$ cat src/rtl/branch_predictor.sv
// Fetch-stage branch predictor: direct-mapped BTB with 2-bit counters,
// EX-stage resolve/redirect and saturating performance counters.
module branch_predictor #(
  parameter int XLEN    = 32,
  parameter int INDEX_W = 4,
  parameter int CNT_W   = 32
) (
  input  logic             clk,
  input  logic             reset,
  input  logic [XLEN-1:0]  if_pc,
  output logic             pred_taken,
  output logic [XLEN-1:0]  pred_target,
  input  logic             ex_valid,
  input  logic [XLEN-1:0]  ex_pc,
  input  logic             ex_is_branch,
  input  logic             ex_is_jump,
  input  logic             ex_taken,
  input  logic [XLEN-1:0]  ex_target,
  input  logic             ex_pred_taken,
  input  logic [XLEN-1:0]  ex_pred_target,
  output logic             mispredict,
  output logic [XLEN-1:0]  redirect_pc,
  output logic [CNT_W-1:0] br_count,
  output logic [CNT_W-1:0] mispred_count
);

  localparam int ENTRIES = 1 << INDEX_W;
  localparam int TAG_W   = XLEN - INDEX_W - 2;
  localparam logic [XLEN-1:0]  STEP  = XLEN'(4);
  localparam logic [CNT_W-1:0] ONE   = CNT_W'(1);
  localparam logic [CNT_W-1:0] SAT   = {CNT_W{1'b1}};

  logic [ENTRIES-1:0] valid_q;
  logic [ENTRIES-1:0] jmp_q;
  logic [TAG_W-1:0]   tag_q [ENTRIES];
  logic [XLEN-1:0]    tgt_q [ENTRIES];
  logic [1:0]         cnt_q [ENTRIES];

  logic [INDEX_W-1:0] l_idx;
  logic [INDEX_W-1:0] u_idx;
  logic [TAG_W-1:0]   l_tag;
  logic [TAG_W-1:0]   u_tag;
  logic               l_hit;
  logic               u_hit;
  logic               res;
  logic               wrong;
  logic               unused_bits;

  assign l_idx = if_pc[INDEX_W+1:2];
  assign l_tag = if_pc[XLEN-1:INDEX_W+2];
  assign u_idx = ex_pc[INDEX_W+1:2];
  assign u_tag = ex_pc[XLEN-1:INDEX_W+2];

  assign unused_bits = ^{if_pc[1:0], ex_pc[1:0]};

  // Lookup reads registered state only, so a same-cycle update is not seen.
  assign l_hit = valid_q[l_idx] && (tag_q[l_idx] == l_tag);
  assign pred_taken = l_hit && (jmp_q[l_idx] || cnt_q[l_idx][1]);
  assign pred_target = pred_taken ? tgt_q[l_idx] : if_pc + STEP;

  assign u_hit = valid_q[u_idx] && (tag_q[u_idx] == u_tag);
  assign res   = ex_valid && (ex_is_branch || ex_is_jump);
  assign wrong = (ex_taken != ex_pred_taken) ||
                 (ex_taken && (ex_target != ex_pred_target));

  assign mispredict  = !reset && res && wrong;
  assign redirect_pc = ex_taken ? ex_target : ex_pc + STEP;

  always_ff @(posedge clk or posedge reset) begin
    if (reset) begin
      for (int i = 0; i < ENTRIES; i++) begin
        valid_q[i] <= 1'b0;
        jmp_q[i]   <= 1'b0;
        cnt_q[i]   <= 2'b01;
        tag_q[i]   <= '0;
        tgt_q[i]   <= '0;
      end
    end else if (res) begin
      if (u_hit) begin
        if (ex_is_jump) begin
          cnt_q[u_idx] <= 2'd3;
          jmp_q[u_idx] <= 1'b1;
          tgt_q[u_idx] <= ex_target;
        end else if (ex_taken) begin
          if (cnt_q[u_idx] != 2'd3)
            cnt_q[u_idx] <= cnt_q[u_idx] + 2'd1;
          tgt_q[u_idx] <= ex_target;
        end else if (cnt_q[u_idx] != 2'd0) begin
          cnt_q[u_idx] <= cnt_q[u_idx] - 2'd1;
        end
      end else if (ex_taken) begin
        // Allocation overwrites whatever alias lives at this index.
        valid_q[u_idx] <= 1'b1;
        tag_q[u_idx]   <= u_tag;
        tgt_q[u_idx]   <= ex_target;
        jmp_q[u_idx]   <= ex_is_jump;
        cnt_q[u_idx]   <= ex_is_jump ? 2'd3 : 2'd2;
      end
    end
  end

  always_ff @(posedge clk or posedge reset) begin
    if (reset) begin
      br_count      <= '0;
      mispred_count <= '0;
    end else begin
      if (res && (br_count != SAT))
        br_count <= br_count + ONE;
      if (mispredict && (mispred_count != SAT))
        mispred_count <= mispred_count + ONE;
    end
  end

endmodule
$ cat config.mk
export PLATFORM = sky130hd
export DESIGN_NAME = branch_predictor
export DESIGN_NICKNAME = d
export VERILOG_FILES = /design/src/rtl/branch_predictor.sv
export SDC_FILE = /design/constraint.sdc
export NUM_CORES = 2
export LEC_CHECK = 0
export CORE_ASPECT_RATIO = 1.75
export CORE_UTILIZATION = 30
export CTS_CLUSTER_DIAMETER = 200
export DETAILED_ROUTE_END_ITERATION = 12
export SLEW_MARGIN = 10
export SYNTH_ARGS = -nofsm -noshare
export SYNTH_HDL_FRONTEND = slang
export SYNTH_SLANG_ARGS = --single-unit
$ cat constraint.sdc
create_clock -name clk -period 45.5 [get_ports clk]
set_input_delay 6.825 -clock clk [delete_from_list [all_inputs] [get_ports clk]]
set_output_delay 6.825 -clock clk [all_outputs]
set_load 0.005 [all_outputs]
; Word level (Yosys, flattened, before mapping)
; Cells that the tools add are included.
; Widths: inputs -> output; s select.
[op_classes]
addsub = 6
magnitude_cmp = 6
n_eq_ne = 9
n_mux = 50
bitwise_logic = 6
n_reduce_logical = 21
[op_table]
columns = operator, n
row1 = $mux 512, 3
row2 = $bwmux 512, 1
row3 = $bwmux 416, 1
row4 = $mux 32, 11
row5 = $bmux 26 s4, 2
row6 = $mux 26, 5
row7 = $bmux 32 s4, 1
row8 = $demux 32 s4, 1
row9 = $demux 26 s4, 1
row10 = $bwmux 32, 3
row11 = $add 32x1->32 const B, 2
row12 = $add 32x3->32 const B, 2
row13 = $ne 32x32->1 const B, 2
row14 = $eq 26x26->1, 2
row15 = $mux 16, 3
row16 = $ne 32x32->1, 1
row17 = $or 16x16->16, 2
row18 = $or 32x32->32, 1
row19 = $bmux 2 s4, 2
row20 = $bwmux 16, 1
row21 = $bmux 1 s4, 3
row22 = $logic_and 1x1->1, 11
row23 = $ge 5x5->1 const B, 2
row24 = $lt 4x5->1 const B, 2
row25 = 19 further kinds, 33
[totals]
reg_bits = 1056
wordCells = 150

; Depth between registers and ports, before layout
[logic_depth]
word_depth = 10
mapped_depth = 18

; Worst setup path before layout
; Ideal clock, no wire load.
[synth_path]
path_kind = input to output
from = input port if_pc[2]
to = output port pred_target[23]
arrival_time_ns = 10.424
t_required_ns = 38.675
setup_slack_ns = 28.251
cell_stages = 10
cell_sequence = clkbuf_1 > buf_1 > clkbuf_1 > buf_1 > clkbuf_1 > buf_1 > clkbuf_1 > mux4_2 > mux4_2 > mux2_2
[synth_between]
elab_chain_len = 8
word_cells_on_any_way = 20
classes_between = add/sub (1) / eq/ne (1) / mux (14) / bitwise (1) / reduce/logical (3)
[synth_rtl]
columns = element, line_no
row1 = start: declaration, 10  ; input logic [XLEN-1:0] if_pc,
row2 = $not 4->5 (not written as such), "57, 58, 59"
row3 = $bmux 26 s4, 57  ; assign l_hit = valid_q[l_idx] && (tag_q[l_idx] == l_tag);
row4 = $mux 26 (not written as such) (2 in a row), 57
row5 = $eq 26x26->1, 57
row6 = $logic_and 1x1->1, 57
row7 = $logic_and 1x1->1, 58  ; assign pred_taken = l_hit && (jmp_q[l_idx] || cnt_q[l_idx][1]);
row8 = $mux 32 (*), 59  ; assign pred_target = pred_taken ? tgt_q[l_idx] : if_pc + STEP;
row9 = end: declaration, 12  ; output logic [XLEN-1:0] pred_target,
; Every way passes the cells marked *; elsewhere a longest branch is shown, timed or not. The select of a mux whose other input is x is not followed.

; Worst setup path after layout
[layout_path]
from = input port if_pc[2]
to = output port pred_target[7]
; Same word-level chain as after synthesis.

==> metrics <==
status finished clean; fmax roughly 54 MHz; final antenna-violating net count 0; reg2reg path depth 10; CTS tree done; leakage power 0.02706 uW; Starting Density 0.3017; sw power 715.3 uW; Clock Power Share 0.343; initial DRC count 2,476; Worst Setup Start Kind input port; max cap viols 0; Post-Syn Area 0.05477 mm2; die height ~570 um; Total Routing Usage GR 0.1911; Worst Tran Pin Value 1221 ps; Synth area leader dfrtp_1; CTS HTree Levels 3; final hold slack 484.9 ps; hold buffers post-CTS 0; Synth Area per Inst 14.72 um2; Slew Viols, Final 0; worst-skew pair later-pin latency around 760 ps; WP data required 38,670 ps; setup TNS 0 ps; wire per inst 28.01 um; asr flop ratio synth 1.000; grt ovf 0; Total Die Area between 0.15 and 0.2 mm2; Post-synth EDFFs 0; Fillers 17,420; unrepaired setup endpoints after global routing no; Worst Hold Depth 1; crit end category output pin; Nets 3,974; drt drc 0; most frequent cells in the layout dfrtp_1 (1,040), mux2_2 (851), mux4_2 (377); initial antenna violation count 22; CTS Buf Count approximately 110; Reg-to-Reg End tgt_q[28]$_DFFE_PP0P_; Max clock buf depth 3; final setup skew 57.28 ps; pre-CTS setup slack 26,840 ps; final wirelength between 150,000 and 200,000 um; largest net degree at the start of global routing 192; clock-pin slew on the worst setup and hold paths roughly 70 ps; Core Area 0.1816 mm2; crit path DAT 11,700 ps; post-synthesis sequential area ratio 0.4828; Internal Power 1896 uW; relative slew slack 0.1863; Synth warnings 0; Root Buffer clkbuf_16; sequential power share 0.463; Yosys cell types 77; setup repair bufs after CTS 0; fin util 0.3472; internal reg-to-reg setup slack 39,630 ps; fin worst setup slack 26,970 ps; worst hold endpoint jmp_q[8]$_DFFE_PP0P_; top-area cell type share of the netlist area 0.4751; vias in the first global route between 30,000 and 40,000; Post-synth top flop dfrtp_1; Hold Violations, Final 0; CP max FO between 60 and 70; clk sinks 1,056; Sw Share 0.2739; Slowest-stage cell, CP buf_4; critical path type in2out; synth-to-layout area growth 15.09%; post-cts resize count 0; HP Start jmp_q[8]$_DFFE_PP0P_; IO Pins 265; CP cell instances buf_8 > buf_4 > mux4_2 > mux4_2 > xnor2_1 > nand3_1 > nor3_1 > nand3_2 > buf_4 > mux2_2 > clkdlybuf4s50_1; worst hold path class reg2reg; Combinational Power Share 0.193; GP Congestion 0.8787; layout cell share with drive strength beyond 1 0.4206; fin crit period around 19,000 ps; VDD IR max 29.55 uV; finished layout cell area 0.06304 mm2; commonest non-fill, non-tap cell in the layout dfrtp_1; Vias 34,020; Rows 207; Yosys reg bits 1,056; First-pass DRT Iterations 5; Pwr Density approximately 41 mW/mm2; DP Area 0.05954 mm2; Final setup viols 0; die width between 300 and 400 um; first-pass GRT wire length 258,600 um; Vias/cell around 5.4; Post-Synthesis Net Count 3,865; Mapped Cells about 3,700; Critical R2R Launch tag_q[230]$_DFFE_PP0P_; final worst path period share 0.4072; largest cells by area after synthesis dfrtp_1 (48%), mux2_2 (17%), mux4_2 (16%); critical path's largest stage delay roughly 700 ps; DP HPWL 114,800 um; IO buf count 264
-- metrics by stage --
stage	power [uW]	cells
2_1_floorplan	1555	3721
3_3_place_gp	1714	6123
3_5_place_dp	1732	6123
4_1_cts	2633	6316
5_1_grt	2717	6317
6_report	2611	6320
-- Yosys cell counts (50+ instances only) --
cell      number
buf_2         79
clkbuf_1     187
dfrtp_1     1040
mux2_1        50
mux2_2       851
mux2_4        88
mux2i_1       79
mux4_2       377
nand2_1      120
nand3_1       58
o21ai_0       53
xnor2_1      101
xor2_1        96
-- area by class of cell --
type,count,area [um2],area share
Clock buffer,165,3129,0.04964
Tap cell,2403,3007,0.04769
Multi-Input combinational cell,2280,26580,0.4216
Antenna cell,4,10.01,0.0001588
Clock inverter,28,352.8,0.005597
Inverter,24,97.59,0.001548
Timing Repair Buffer,360,3421,0.05426
Sequential cell,1056,26450,0.4195
-- cell families (layout without fill, tap and decap cells) --
kind of cell	after synthesis	in the layout	share of synthesized area
flops	1056	1056	0.4828
other cells	0	4	0
compound gates	186	186	0.02462
fa+ha+maj	9	9	0.002056
simple gates	437	437	0.04301
xor+xnor	197	197	0.03150
mux	1451	1451	0.3816
buf+inv	385	577	0.03438
-- layer usage --
metal | GRT usage | up-vias | routed length (um)
li1 | - | 14160 | -
met5 | 0 | - | 173
met4 | 0.08269 | 26 | 7846
met2 | 0.3260 | 1110 | 87620
met1 | 0.2340 | 18380 | 71740
met3 | 0.03691 | 340 | 9650
-- registers in the layout (all words and copies together), names as in the netlist --
name and flops:
tgt_q 512, tag_q 416, br_count 32, cnt_q 32, mispred_count 32, jmp_q 16
valid_q 16
-- worst max path at each step --
stage                     startpoint                      end  slack, ps  cells after the start
after detailed placement    if_pc[2]          pred_target[14]      26840                      8
final                       if_pc[2]           pred_target[7]      26970                     11
after global placement      if_pc[2]          pred_target[30]      26870                     11
after CTS                   if_pc[2]          pred_target[14]      26830                      8
after floorplan                reset  br_count[0]$_DFFE_PP0P_       8980                      1
after global routing        if_pc[2]          pred_target[14]      26610                      8
-- power groups by stage --
stage | Clock (uW) | Sequential [uW] | Combinational (uW)
6_report | 897 | 1210 | 504
3_5_place_dp | 0 | 1220 | 508
5_1_grt | 951 | 1230 | 538
3_3_place_gp | 0 | 1220 | 498
2_1_floorplan | 0 | 1190 | 368
4_1_cts | 916 | 1210 | 509
-- worst max-delay path: cells and delay by family --
kind	cells	cell delay [ps]
mux	3	1390
simple gates	3	760
xor+xnor	1	550
buf+inv	4	2020
Power figures use the tool's default switching activity.
